**src/rtl/axis_wdata_pkg.sv**
```systemverilog
// Shared constants for the AXI write-data stage: FSM state indices and
// one-hot encodings, default width parameters and AXI response codes.
package axis_wdata_pkg;

  // Bit positions of each state inside the one-hot state vector
  localparam int ST_IDLE   = 0;
  localparam int ST_SETUP  = 1;
  localparam int ST_ACTIVE = 2;
  localparam int ST_RESP   = 3;
  localparam int ST_DONE   = 4;

  localparam int STATE_COUNT = 5;

  typedef enum logic [STATE_COUNT-1:0] {
    S_IDLE   = 5'b00001,
    S_SETUP  = 5'b00010,
    S_ACTIVE = 5'b00100,
    S_RESP   = 5'b01000,
    S_DONE   = 5'b10000
  } state_t;

  // Default geometry of the stream and the AXI write channel
  localparam int DEF_CONFIG_DWIDTH  = 32;
  localparam int DEF_WIDTH_RATIO    = 8;
  localparam int DEF_CONVERT_SHIFT  = 3;
  localparam int DEF_AXI_LEN_WIDTH  = 8;
  localparam int DEF_AXI_DATA_WIDTH = 256;

  // AXI write response code for a successful transfer
  localparam logic [1:0] RESP_OKAY = 2'b00;

endpackage

```
**src/rtl/axis_wdata.sv**
```systemverilog
// AXI write-data stage: takes a transfer length in stream elements, forwards
// the packed upstream words onto the AXI W channel split into fixed-length
// bursts, collects one B response per burst and reports done / error.
module axis_wdata
  import axis_wdata_pkg::*;
#(
  parameter int CONFIG_DWIDTH  = DEF_CONFIG_DWIDTH,
  parameter int WIDTH_RATIO    = DEF_WIDTH_RATIO,
  parameter int CONVERT_SHIFT  = DEF_CONVERT_SHIFT,
  parameter int AXI_LEN_WIDTH  = DEF_AXI_LEN_WIDTH,
  parameter int AXI_DATA_WIDTH = DEF_AXI_DATA_WIDTH
) (
  input  logic                        clk,
  input  logic                        rst,
  input  logic [CONFIG_DWIDTH-1:0]    cfg_length,
  input  logic                        cfg_valid,
  output logic                        cfg_ready,
  input  logic [AXI_DATA_WIDTH-1:0]   data,
  input  logic                        data_valid,
  output logic                        data_ready,
  output logic [AXI_DATA_WIDTH-1:0]   axi_wdata,
  output logic [AXI_DATA_WIDTH/8-1:0] axi_wstrb,
  output logic                        axi_wlast,
  output logic                        axi_wvalid,
  input  logic                        axi_wready,
  input  logic [1:0]                  axi_bresp,
  input  logic                        axi_bvalid,
  output logic                        axi_bready,
  output logic                        done,
  output logic                        error
);

  state_t                     state;
  logic [CONFIG_DWIDTH-1:0]   beats;
  logic [CONFIG_DWIDTH-1:0]   bursts;
  logic [CONFIG_DWIDTH-1:0]   total_cnt;
  logic [CONFIG_DWIDTH-1:0]   resp_cnt;
  logic [AXI_LEN_WIDTH-1:0]   burst_cnt;
  logic                       error_q;

  logic                       in_active;
  logic                       last_total;
  logic                       last_burst;
  logic                       beat_fire;
  logic                       resp_fire;
  logic [CONFIG_DWIDTH-1:0]   resp_total;

  // Holding rst low forces every handshake output to its idle value
  // immediately, before the first clock edge has cleared the state.
  assign in_active  = rst & state[ST_ACTIVE];

  // The W channel is a straight pass-through of the upstream stream while
  // a transfer is active; the handshake is combinational in both directions.
  assign axi_wvalid = in_active & data_valid;
  assign data_ready = in_active & axi_wready;
  assign axi_wdata  = data;
  assign axi_wstrb  = '1;

  assign last_total = (total_cnt == beats - CONFIG_DWIDTH'(1));
  assign last_burst = &burst_cnt;
  assign axi_wlast  = in_active & (last_burst | last_total);
  assign beat_fire  = axi_wvalid & axi_wready;

  // Responses are accepted while data is still flowing so that early bursts
  // can complete without waiting for the whole transfer.
  assign axi_bready = rst & (state[ST_ACTIVE] | state[ST_RESP]);
  assign resp_fire  = axi_bvalid & axi_bready;
  assign resp_total = resp_cnt + CONFIG_DWIDTH'(resp_fire);

  assign cfg_ready  = ~rst | state[ST_IDLE];
  assign done       = rst & state[ST_DONE];
  assign error      = rst & error_q;

  // Transfer sequencer: captures the length, sizes the bursts, counts data
  // beats and responses, and raises done once every burst is acknowledged.
  always_ff @(posedge clk) begin
    if (!rst) begin
      state     <= S_IDLE;
      beats     <= '0;
      bursts    <= '0;
      total_cnt <= '0;
      resp_cnt  <= '0;
      burst_cnt <= '0;
      error_q   <= 1'b0;
    end else begin
      if (resp_fire) begin
        resp_cnt <= resp_total;
        if (axi_bresp != RESP_OKAY) begin
          error_q <= 1'b1;
        end
      end

      case (state)
        S_IDLE: begin
          if (cfg_valid) begin
            beats     <= CONFIG_DWIDTH'(({1'b0, cfg_length} +
                         (CONFIG_DWIDTH+1)'(WIDTH_RATIO - 1)) >> CONVERT_SHIFT);
            error_q   <= 1'b0;
            total_cnt <= '0;
            burst_cnt <= '0;
            resp_cnt  <= '0;
            state     <= S_SETUP;
          end
        end

        S_SETUP: begin
          bursts <= CONFIG_DWIDTH'(({1'b0, beats} +
                    (CONFIG_DWIDTH+1)'((1 << AXI_LEN_WIDTH) - 1)) >> AXI_LEN_WIDTH);
          if (beats != '0) begin
            state <= S_ACTIVE;
          end else begin
            state <= S_DONE;
          end
        end

        S_ACTIVE: begin
          if (beat_fire) begin
            total_cnt <= total_cnt + CONFIG_DWIDTH'(1);
            if (axi_wlast) begin
              burst_cnt <= '0;
            end else begin
              burst_cnt <= burst_cnt + AXI_LEN_WIDTH'(1);
            end
            if (last_total) begin
              state <= S_RESP;
            end
          end
        end

        S_RESP: begin
          if (resp_total == bursts) begin
            state <= S_DONE;
          end
        end

        S_DONE: begin
          state <= S_IDLE;
        end

        default: begin
          state <= S_IDLE;
        end
      endcase
    end
  end

endmodule

```
**config.mk**
```make
export PLATFORM = sky130hd
export DESIGN_NAME = axis_wdata
export DESIGN_NICKNAME = d
export VERILOG_FILES = /design/src/rtl/axis_wdata_pkg.sv /design/src/rtl/axis_wdata.sv
export SDC_FILE = /design/constraint.sdc
export NUM_CORES = 1
export LEC_CHECK = 0
export ABC_CLOCK_PERIOD_IN_PS = 10300
export BUFFER_PORTS_ARGS = -buffer_cell sky130_fd_sc_hd__buf_2
export CELL_PAD_IN_SITES_DETAIL_PLACEMENT = 2
export CELL_PAD_IN_SITES_GLOBAL_PLACEMENT = 2
export CORE_AREA = 2 2 233 235
export CTS_BUF_LIST = sky130_fd_sc_hd__clkbuf_2 sky130_fd_sc_hd__clkbuf_4 sky130_fd_sc_hd__clkbuf_8
export DETAILED_ROUTE_END_ITERATION = 10
export DIE_AREA = 0 0 235 237
export PLACE_DENSITY_LB_ADDON = 0.1
export SLEW_MARGIN = 10
export SYNTH_ARGS = -nofsm -noshare
export SYNTH_HDL_FRONTEND = slang
export SYNTH_SLANG_ARGS = --single-unit
```
**constraint.sdc**
```tcl
create_clock -name clk -period 10.3 [get_ports clk]
set_input_delay 2.06 -clock clk [delete_from_list [all_inputs] [get_ports clk]]
set_output_delay 2.06 -clock clk [all_outputs]
set_load 0.01 [all_outputs]
```
==> qor.yml, run 1 <==
grt:
  grt_busiest_layer: "met2"
  overflow: 0
  grt_use_total_pct: 12.74
  use_met3_pct: 5.852
  antenna_found_initial: 0
  met2_usage_pct: 20.93
  grt_max_degree: 63
  grt_pass1_wl_mm: 53.92
  use_met1_pct: 14.75
  grt_pass1_vias: 8671
worst_setup_path:
  critPathTopFamily: "simple AND/OR/NAND/NOR gates"
  r2r_cells: 15
  slowest_delay_ps: 670
  rrSetupSlack_ps: 5660
  start_kind: "flop"
  crit_buf_inv: 2
  critPathKind: "flop to output port"
  worstSetupStartpoint: "beats[11]"
  worstReg2RegEnd: "state[2]"
  path_cells: "or4_1 -> or4b_1 -> o21ai_0 -> nand3_1 -> nor4_1 -> nand4b_1 -> a2111oi_4 -> buf_4 -> nor2_1 -> nor3_1 -> buf_2"
  crit_required_ps: 8240
  slowest_stage: "or4_1"
  r2r-start: "state[2]"
  arrival_ps: 4200
  endpoint_kind: "output port"
  crit_fanout: 12
timing:
  setup_viol: 0
  hold_violations: 0
  rsz0062_at_grt: "no"
  slew_violations: 0
  fmax_mhz: 159.7
  fin_tns_setup_ps: 0
  final.setup.worst_slack_ps: 4038
  timing.final.crit_share_pct: 60.80
  layout_min_cycle_time_ps: 6262
  tightest_slew_ps: 966.4
  relSlewSlack_pct: 35.57
  finalClockSkew_ps: 16.18
clock_tree:
  cts_root_buf: "clkbuf_8"
  cts_max_level: 4
  clk_pin_slew_ps: 80
  cts_sinks: 131
  cts_buffers: 17
  post_cts_buffers: 0
  hold_buffers: 0
  cts_tree: "yes"
  insertion_delay_ps: 540
  ctsLongestPathBuffers: 2
  ctsResizeCount: 0
power_and_ir_drop:
  peakVddDrop_mv: 0.08700
  p_per_area_nw_per_um2: 136.6
  p_leak_uw: 0.003213
layout:
  layout_commonest_cell: "nor2_1"
  fin_nets: 1403
  diodes: 0
  drive_above_1_share_pct: 9.955
  post-route-util_pct: 18.18
  syn2layout_area_growth_pct: -6.496
  final_cell_mix: "150 x nor2_1, 131 x dfxtp_1, 88 x xnor2_1, 87 x nand2_1, 85 x xor2_1"
  design_area_um2: 9689
die:
  start_util_pct: 19.45
  fp.dieW_um: 235
  die_area_um2: 55700
  coreArea_um2: 53280
  rows: 85
  die_y_um: 237
  pin_count: 591
place:
  place_congestion: 0.6902
  place_area_um2: 9223
  port_buffers: 46
  place_ws_ps: 3477
  dp_hpwl_mm: 26.89
synthesis:
  ys_seq_area_share_pct: 25.31
  synthArstFlopShare_pct: 0
  synth_top_area_share_pct: 25.31
  synth_cell_types: 68
  synth_edf_count: 0
  syn_area_um2: 10360
  ys_warn_count: 0
  syn_avg_cell_area_um2: 7.642
  ys_ff_latch: 131
  synth_ff_type: "dfxtp_1"
  synth_largest_area_cell: "dfxtp_1"
  synthCells: 1356
  yosys-top-cells-area: "dfxtp_1 25%, buf_4 21%, xnor2_1 7.4%"
route:
  dr_total_vias: 7915
  routed_wl_mm: 34.79
  vias_per_cell: 4.371
  wire_per_inst_um: 19.21
  drt-initial-drc-count: 276
  antenna_left: 0
  drt_pass1_iterations: 7
  drc: 0
worst_hold_path:
  min_path_type: "flop to flop"
  hold-path-cell-count: 2
  hp-start: "error_q"
  min_to: "error_q"
flow_run:
  max_cap_viol_count: 0
outcome:
  status: "complete, no violations"
==> per-stage QoR <==
| stage | cells | hold WS, ps | power (uW) |
|---|---|---|---|
| 6_report | 1811 | 466.7 | 1324 |
| 3_5_place_dp | 1779 | 457.1 | 797.5 |
| 4_1_cts | 1811 | 469.5 | 1371 |
| 3_3_place_gp | 1779 | 446.4 | 795.7 |
| 2_1_floorplan | 1387 | 432.4 | 820.3 |
| 5_1_grt | 1811 | 499.2 | 1417 |
==> Yosys cell counts, types with 2 or more instances <==
| library cell | instances |
|---|---|
| buf_4 | 288 |
| nor2_1 | 150 |
| dfxtp_1 | 131 |
| nand2_1 | 88 |
| xnor2_1 | 88 |
| xor2_1 | 85 |
| clkbuf_1 | 66 |
| nand3_1 | 57 |
| a21oi_1 | 40 |
| o21ai_0 | 38 |
| a211oi_1 | 37 |
| nand4_1 | 37 |
| and3_1 | 34 |
| nor3_1 | 27 |
| nor4_1 | 20 |
| inv_1 | 18 |
| or3_1 | 16 |
| a31oi_1 | 10 |
| and2_1 | 9 |
| nand2b_1 | 8 |
| or2_2 | 7 |
| mux2i_1 | 6 |
| nor2b_1 | 6 |
| or4_1 | 6 |
| and4_1 | 5 |
| ha_1 | 5 |
| nor3b_1 | 5 |
| o211ai_1 | 5 |
| a21o_1 | 4 |
| o31ai_1 | 4 |
| o32ai_1 | 4 |
| a22oi_1 | 3 |
| buf_1 | 3 |
| nor4b_1 | 3 |
| a2111oi_0 | 2 |
| buf_6 | 2 |
| nand3b_1 | 2 |
| nand4b_1 | 2 |
| nor3_2 | 2 |
| o21a_1 | 2 |
| o21bai_1 | 2 |
| o41ai_1 | 2 |
| or4_4 | 2 |
==> layer usage <==
layer,share of wire [%],wire (um)
met4,1.5,511
met1,43,14960
met3,7.4,2564
met2,48,16700
met5,0.14,50
==> sequential cells by signal, summed over array words and instances (netlist names) <==
signal and count:
total_cnt 32, error_q 1, burst_cnt 8, bursts 23
state 5, resp_cnt 32, beats 30
==> power breakdown <==
group	switching [uW]	total (uW)	internal, uW
Combinational	135	214	78.6
Sequential	38.5	561	523
Clock	248	548	300
==> cells by family after synthesis <==
logic type	count (synthesis)	synth area share (%)
adder cells (fa/ha/maj)	5	0.6037
flip-flops	131	25.31
multiplexers	7	0.6883
AO/OA/AOI/OAI	167	10.63
buffers and inverters	379	24.32
other	1	0.03619
XOR/XNOR	173	14.62
AND/OR/NAND/NOR	493	23.80
==> worst max-delay path by stage <==
stage / slack (ps) / depth (start not counted) / end
after floorplan: 4870 / 15 / state[2]
after CTS: 3850 / 11 / axi_wlast
after global placement: 3660 / 16 / state[2]
after detailed placement: 3480 / 16 / state[2]
after global routing: 3570 / 11 / axi_wlast
final: 4040 / 11 / axi_wlast
==> worst min-delay path: cells and delay by family (launching register included) <==
| family | cells | cell delay [ps] |
|---|---|---|
| flops | 1 | 310 |
| buf+inv | 1 | 60 |
| compound gates | 1 | 60 |
==> final cells by class <==
type	instances	area [um^2]
fill	6290	43590
multi-input combinational	877	5353
sequential	131	2623
tap	696	870.8
timing repair buffer	56	305.3
clock buffer	19	261.5
clock inverter	13	205.2
inverter	19	71.32
Power figures use the tool's default switching activity.
==> run 2: changes to the inputs <==
--- a/config.mk
+++ b/config.mk
@@ -5,14 +5,14 @@
 export SDC_FILE = /design/constraint.sdc
 export NUM_CORES = 1
 export LEC_CHECK = 0
-export ABC_CLOCK_PERIOD_IN_PS = 10300
+export ABC_CLOCK_PERIOD_IN_PS = 5600
 export BUFFER_PORTS_ARGS = -buffer_cell sky130_fd_sc_hd__buf_2
 export CELL_PAD_IN_SITES_DETAIL_PLACEMENT = 2
 export CELL_PAD_IN_SITES_GLOBAL_PLACEMENT = 2
-export CORE_AREA = 2 2 233 235
+export CORE_AREA = 2 2 232 234
 export CTS_BUF_LIST = sky130_fd_sc_hd__clkbuf_2 sky130_fd_sc_hd__clkbuf_4 sky130_fd_sc_hd__clkbuf_8
 export DETAILED_ROUTE_END_ITERATION = 10
-export DIE_AREA = 0 0 235 237
+export DIE_AREA = 0 0 234 236
 export PLACE_DENSITY_LB_ADDON = 0.1
 export SLEW_MARGIN = 10
 export SYNTH_ARGS = -nofsm -noshare
==> constraint.sdc (replaced) <==
create_clock -name clk -period 5.6 [get_ports clk]
set_input_delay 1.12 -clock clk [delete_from_list [all_inputs] [get_ports clk]]
set_output_delay 1.12 -clock clk [all_outputs]
set_load 0.01 [all_outputs]
==> run 2 against run 1 <==
Against the previous run:
- setup slack got worse by 3500 ps
- final cell count increased by 0.61%
- combinational power increased by 91%
- power is 75% higher
==> qor.yml, run 2 (same netlist as run 1, synthesis figures left out) <==
outcome:
  status: "complete, no violations"
clock_tree:
  clk_pin_slew_ps: 80  # about the same
  cts_tree: "yes"
  ctsResizeCount: 0  # unchanged
  hold_buffers: 0  # unchanged
  insertion_delay_ps: 540  # about the same
  cts_sinks: 131  # unchanged
  ctsLongestPathBuffers: 2  # unchanged
  post_cts_buffers: 0  # unchanged
  cts_root_buf: "clkbuf_8"
  cts_max_level: 4  # unchanged
  cts_buffers: 17  # unchanged
grt:
  grt_use_total_pct: 13.75  # +1.0 points
  grt_max_degree: 63  # unchanged
  use_met3_pct: 5.948  # +0.096 points
  met2_usage_pct: 21.69  # +0.76 points
  grt_pass1_vias: 8534  # -1.6%
  grt_pass1_wl_mm: 56.08  # +4.0%
  grt_busiest_layer: "met2"
  use_met1_pct: 16.55  # +1.8 points
  overflow: 0  # unchanged
  antenna_found_initial: 0  # unchanged
worst_setup_path:
  start_kind: "flop"
  critPathKind: "flop to output port"
  crit_required_ps: 4480  # -3760 ps
  arrival_ps: 3990  # -210 ps
  crit_fanout: 11  # -1
  endpoint_kind: "output port"
power_and_ir_drop:
  p_int_uw: 1562  # +73%
  p_per_area_nw_per_um2: 238.8  # +75%
  power.switching_uw: 757.8  # +79%
  p_leak_uw: 0.003239  # +0.81%
  clockPowerShare_pct: 38.0  # -3.4 points
  switching_share_pct: 32.67  # +0.76 points
  power_uw: 2320  # +75%
  pwr-share-comb_pct: 17.6  # +1.4 points
  seq_power_share_pct: 44.4  # +2.0 points
  peakVddDrop_mv: 0.1616  # +86%
die:
  start_util_pct: 19.53  # +0.078 points
  die_y_um: 236  # -0.42%
  pin_count: 591  # unchanged
  rows: 85  # unchanged
  coreArea_um2: 53070  # -0.40%
  die_area_um2: 55220  # -0.85%
  fp.dieW_um: 234  # -0.43%
layout:
  diodes: 0  # unchanged
  regArea_um2: 2623  # unchanged
  fin_nets: 1415  # +0.86%
  final_cell_mix: "150 x nor2_1, 131 x dfxtp_1, 88 x xnor2_1, 87 x nand2_1, 85 x xor2_1"
  reg.largest.list: "resp_cnt (32), total_cnt (32), beats (30)"
  fill_cells: 6206  # -1.3%
  layout_commonest_cell: "nor2_1"
  syn2layout_area_growth_pct: -6.267
  multiInputGateArea_um2: 5348  # about the same
  drive_above_1_share_pct: 10.83  # +0.88 points
timing:
  setup_viol: 0  # unchanged
  slew_violations: 0  # unchanged
  timing.final.crit_share_pct: 91.17
  fin_tns_setup_ps: 0  # unchanged
  rsz0062_at_grt: "no"
  fmax_mhz: 195.9
  finalClockSkew_ps: 17.73  # +1.551 ps
  hold_violations: 0  # unchanged
  layout_min_cycle_time_ps: 5105
  relSlewSlack_pct: 33.57  # -2.0 points
  tightest_slew_ps: 996.4  # +29.98 ps
flow_run:
  max_cap_viol_count: 0  # unchanged
route:
  routed_wl_mm: 37.08  # +6.6%
  wire_per_inst_um: 20.35  # +6.0%
  drt-initial-drc-count: 245  # -11%
  antenna_left: 0  # unchanged
  drc: 0  # unchanged
  vias_per_cell: 4.436  # +1.5%
  drt_pass1_iterations: 4  # -3
  dr_total_vias: 8083  # +2.1%
worst_hold_path:
  min_path_type: "flop to flop"
place:
  dp_hpwl_mm: 28.91  # +7.5%
  port_buffers: 46  # unchanged
  place_congestion: 0.7052  # +2.2%
[run 2: critical path, stage by stage (launching register included)]
cell and delay (ps):
dfxtp_1 440, or4_1 650, or4b_1 580, o21ai_0 210, nand3_1 90, nor4_1 320
nand4b_1 240, a2111oi_4 450, nor2_1 90, nor3_1 190, buf_2 180
[run 2: layout make-up]
cell class | count | area share (%)
clock buffer | 23 | 3.130
tap | 696 | 8.966
sequential | 131 | 27.00
multi-input combinational | 877 | 55.06
inverter | 19 | 0.7343
clock inverter | 8 | 1.043
timing repair buffer | 68 | 4.071
[run 2: final timing paths]
path	slack, ps	to	start	cells past startpoint
worst max-delay path	490	axi_wlast	beats[11]	10
worst min-delay path	460	error_q	error_q	2
worst max register to register	1310	state[2]	state[2]	15
worst min register to register	460	error_q	error_q	2
[run 2: power by group through the flow]
stage / clock network, uW / logic (uW) / registers [uW]
global placement: 0 / 423 / 1050
floorplan: 0 / 512 / 996
CTS: 954 / 426 / 1030
global route: 984 / 465 / 1040
finish: 882 / 409 / 1030
detailed placement: 0 / 425 / 1050
[run 2: through the flow]
stage | cell area (um^2) | std cells | hold slack, ps | utilization [%] | setup slack [ps]
after floorplan | 10480 | 1387 | 432.4 | - | 1108
after global placement | 9308 | 1791 | 443.0 | 17.54 | 440.4
after detailed placement | 9308 | 1791 | 454.3 | 17.54 | 423.4
after CTS | 9713 | 1822 | 467.2 | 18.30 | 307.5
after global routing | 9713 | 1822 | 490.7 | 18.30 | 134.4
final | 9713 | 1822 | 458.0 | 18.30 | 494.6
[run 2: layer usage]
layer  wire length, um  up-vias
li1                  -     3803
met1             16350     3944
met2             17400      282
met3              2646       50
met4               577        4
met5               107        -
==> run 3: changes to the inputs <==
--- a/config.mk
+++ b/config.mk
@@ -13,7 +13,8 @@
 export CTS_BUF_LIST = sky130_fd_sc_hd__clkbuf_2 sky130_fd_sc_hd__clkbuf_4 sky130_fd_sc_hd__clkbuf_8
 export DETAILED_ROUTE_END_ITERATION = 10
 export DIE_AREA = 0 0 234 236
-export PLACE_DENSITY_LB_ADDON = 0.1
+export PLACE_DENSITY = 0.76
+export REMOVE_ABC_BUFFERS = 1
 export SLEW_MARGIN = 10
 export SYNTH_ARGS = -nofsm -noshare
 export SYNTH_HDL_FRONTEND = slang
==> run 3 against run 2 <==
Against the previous run:
- clock power down 1%
- sequential cell count unchanged
- register-to-register slack lost 270 ps
- sequential share of layout area increased by 0.20 points
- core utilization is 0.14 points lower
- final cell count is 0.38% lower
- combinational power down 2%
- clock-buffer cell count shrank 4
- worst hold slack improved by 12 ps
- global-route usage up 23 points
- non-clock buffer count decreased by 11
==> qor.yml, run 3 (same netlist as run 1, synthesis figures left out) <==
grt:
  grt_pass1_wl_mm: 123.2  # +120%
  antenna_found_initial: 3  # +3
  grt_use_total_pct: 36.71  # +23 points
  overflow: 0  # unchanged
  grt_max_degree: 54  # -14%
  grt_pass1_vias: 9179  # +7.6%
power_and_ir_drop:
  power_uw: 2299  # -0.90%
  pwr-share-comb_pct: 17.4  # -0.2 points
  switching_share_pct: 33.67  # +1.0 points
  p_per_area_nw_per_um2: 238.4  # -0.16%
  p_leak_uw: 0.003186  # -1.6%
  peakVddDrop_mv: 0.1368  # -15%
  p_int_uw: 1525  # -2.4%
  clockPowerShare_pct: 37.9  # about the same
  seq_power_share_pct: 44.7  # +0.3 points
  power.switching_uw: 774.0  # +2.1%
die:
  die_y_um: 236  # unchanged
  rows: 85  # unchanged
  pin_count: 591  # unchanged
  die_area_um2: 55220  # unchanged
  fp.dieW_um: 234  # unchanged
  coreArea_um2: 53070  # unchanged
  start_util_pct: 19.53  # unchanged
clock_tree:
  insertion_delay_ps: 480  # -60 ps
  clk_pin_slew_ps: 80  # about the same
  cts_tree: "yes"
  cts_root_buf: "clkbuf_8"
  cts_buffers: 17  # unchanged
  cts_sinks: 131  # unchanged
  ctsLongestPathBuffers: 2  # unchanged
  cts_max_level: 4  # unchanged
route:
  drt-initial-drc-count: 676  # +180%
  wire_per_inst_um: 57.18  # +180%
  routed_wl_mm: 103.8  # +180%
  drc: 0  # unchanged
  drt_pass1_iterations: 5  # +1
  dr_total_vias: 9278  # +15%
  vias_per_cell: 5.112  # +15%
  antenna_left: 0  # unchanged
timing:
  setup_viol: 0  # unchanged
  fmax_mhz: 192.8  # -1.6%
  tightest_slew_ps: 989.1  # -7.370 ps
  rsz0062_at_grt: "no"
  final.setup.worst_slack_ps: 412.6  # -81.96 ps
  hold_violations: 0  # unchanged
  finalClockSkew_ps: 17.59  # -0.1423 ps
  timing.final.crit_share_pct: 92.63  # +1.5 points
  slew_violations: 0  # unchanged
  relSlewSlack_pct: 34.06  # +0.49 points
  fin_tns_setup_ps: 0  # unchanged
  layout_min_cycle_time_ps: 5187  # +81.96 ps
worst_setup_path:
  crit_fanout: 10  # -1
  slowest_delay_ps: 590  # -60 ps
  path_cells: "or4_4 -> or2_0 -> or4_4 -> or4_1 -> a21oi_1 -> nand3_1 -> a2111oi_4 -> nor2_1 -> nor3_2 -> buf_2"
  critPathTopFamily: "simple AND/OR/NAND/NOR gates"
  endpoint_kind: "output port"
  crit_top_cell: "or4_4"
  crit_buf_inv: 1  # unchanged
  arrival_ps: 4070  # +80 ps
  slowest_stage: "or4_4"
  crit_required_ps: 4480  # about the same
  critPathKind: "flop to output port"
  start_kind: "flop"
place:
  dp_hpwl_mm: 94.64  # +230%
  place_ws_ps: 501.8  # +78.30 ps
  place_congestion: 1.311  # +86%
  port_buffers: 46  # unchanged
layout:
  reg.largest.list: "resp_cnt (32), total_cnt (32), beats (30)"
  layout_commonest_cell: "nor2_1"
  drive_above_1_share_pct: 10.04  # -0.80 points
  syn2layout_area_growth_pct: -6.967
  fin_nets: 1404  # -0.78%
  final_cell_mix: "150 x nor2_1, 131 x dfxtp_1, 88 x xnor2_1, 87 x nand2_1, 85 x xor2_1"
worst_hold_path:
  min_path_type: "flop to flop"
flow_run:
  max_cap_viol_count: 0  # unchanged
outcome:
  status: "complete, no violations"
## run 3: cell types whose count changed in the layout (fill, tap and decap cells not counted), moves of 2 or more
cell      previous run  this run
buf_4               22        11
clkbuf_8            21        18
clkinv_4             1         4
diode_2              0         3
inv_6                0         4
nor3_1              27        25
nor3_2               2         4
## run 3: worst paths after layout
| path | slack (ps) | cells past startpoint | start | endpoint |
|---|---|---|---|---|
| worst max-delay path | 410 | 10 | beats[20] | axi_wlast |
| worst min-delay path | 470 | 2 | error_q | error_q |
| worst max register to register | 1040 | 15 | state[2] | state[2] |
| worst min register to register | 470 | 2 | error_q | error_q |
## run 3: power groups by stage
stage / Clock [uW] / Sequential, uW / Combinational [uW]
4_1_cts: 878 / 1030 / 397
2_1_floorplan: 0 / 1020 / 261
6_report: 871 / 1030 / 401
3_5_place_dp: 0 / 1050 / 393
5_1_grt: 917 / 1030 / 437
3_3_place_gp: 0 / 1040 / 377
## run 3: worst min-delay path, stage by stage (launching register included)
cell     delay, ps
dfxtp_1        300
inv_1           60
a21oi_1         60
## run 3: repair_timing
item / in CTS / in global routing
setup buffers: 0 / 0
resized for setup: 0 / 2
hold buffers: 0 / 0
endpoints found under the setup margin: 0 / 1
## run 3: metal layers
layer	up-vias	part of all wire [%]	global-route usage (%)	routed length [um]
li1	3767	-	-	-
met1	4360	17	16.96	17500
met2	896	43	56.00	44740
met3	233	26	46.05	27370
met4	22	13	36.59	13080
met5	-	1.1	14.82	1097
## run 3: area by class of cell
type	count	area, um^2
sequential	131	2623
clock buffer	19	255.2
clock inverter	13	150.1
antenna	3	7.507
inverter	19	71.32
tap	696	870.8
timing repair buffer	57	312.8
multi-input combinational	877	5350
fill	6211	43430
## run 3: metrics by stage
stage	instance area, um^2	hold WS [ps]	cells	utilization [%]
after floorplan	8030	432.4	1027	-
after global placement	9218	450.5	1780	17.37
after detailed placement	9218	451.1	1780	17.37
after CTS	9623	473.4	1812	18.13
after global routing	9638	501.5	1814	18.16
final	9641	469.5	1815	18.17
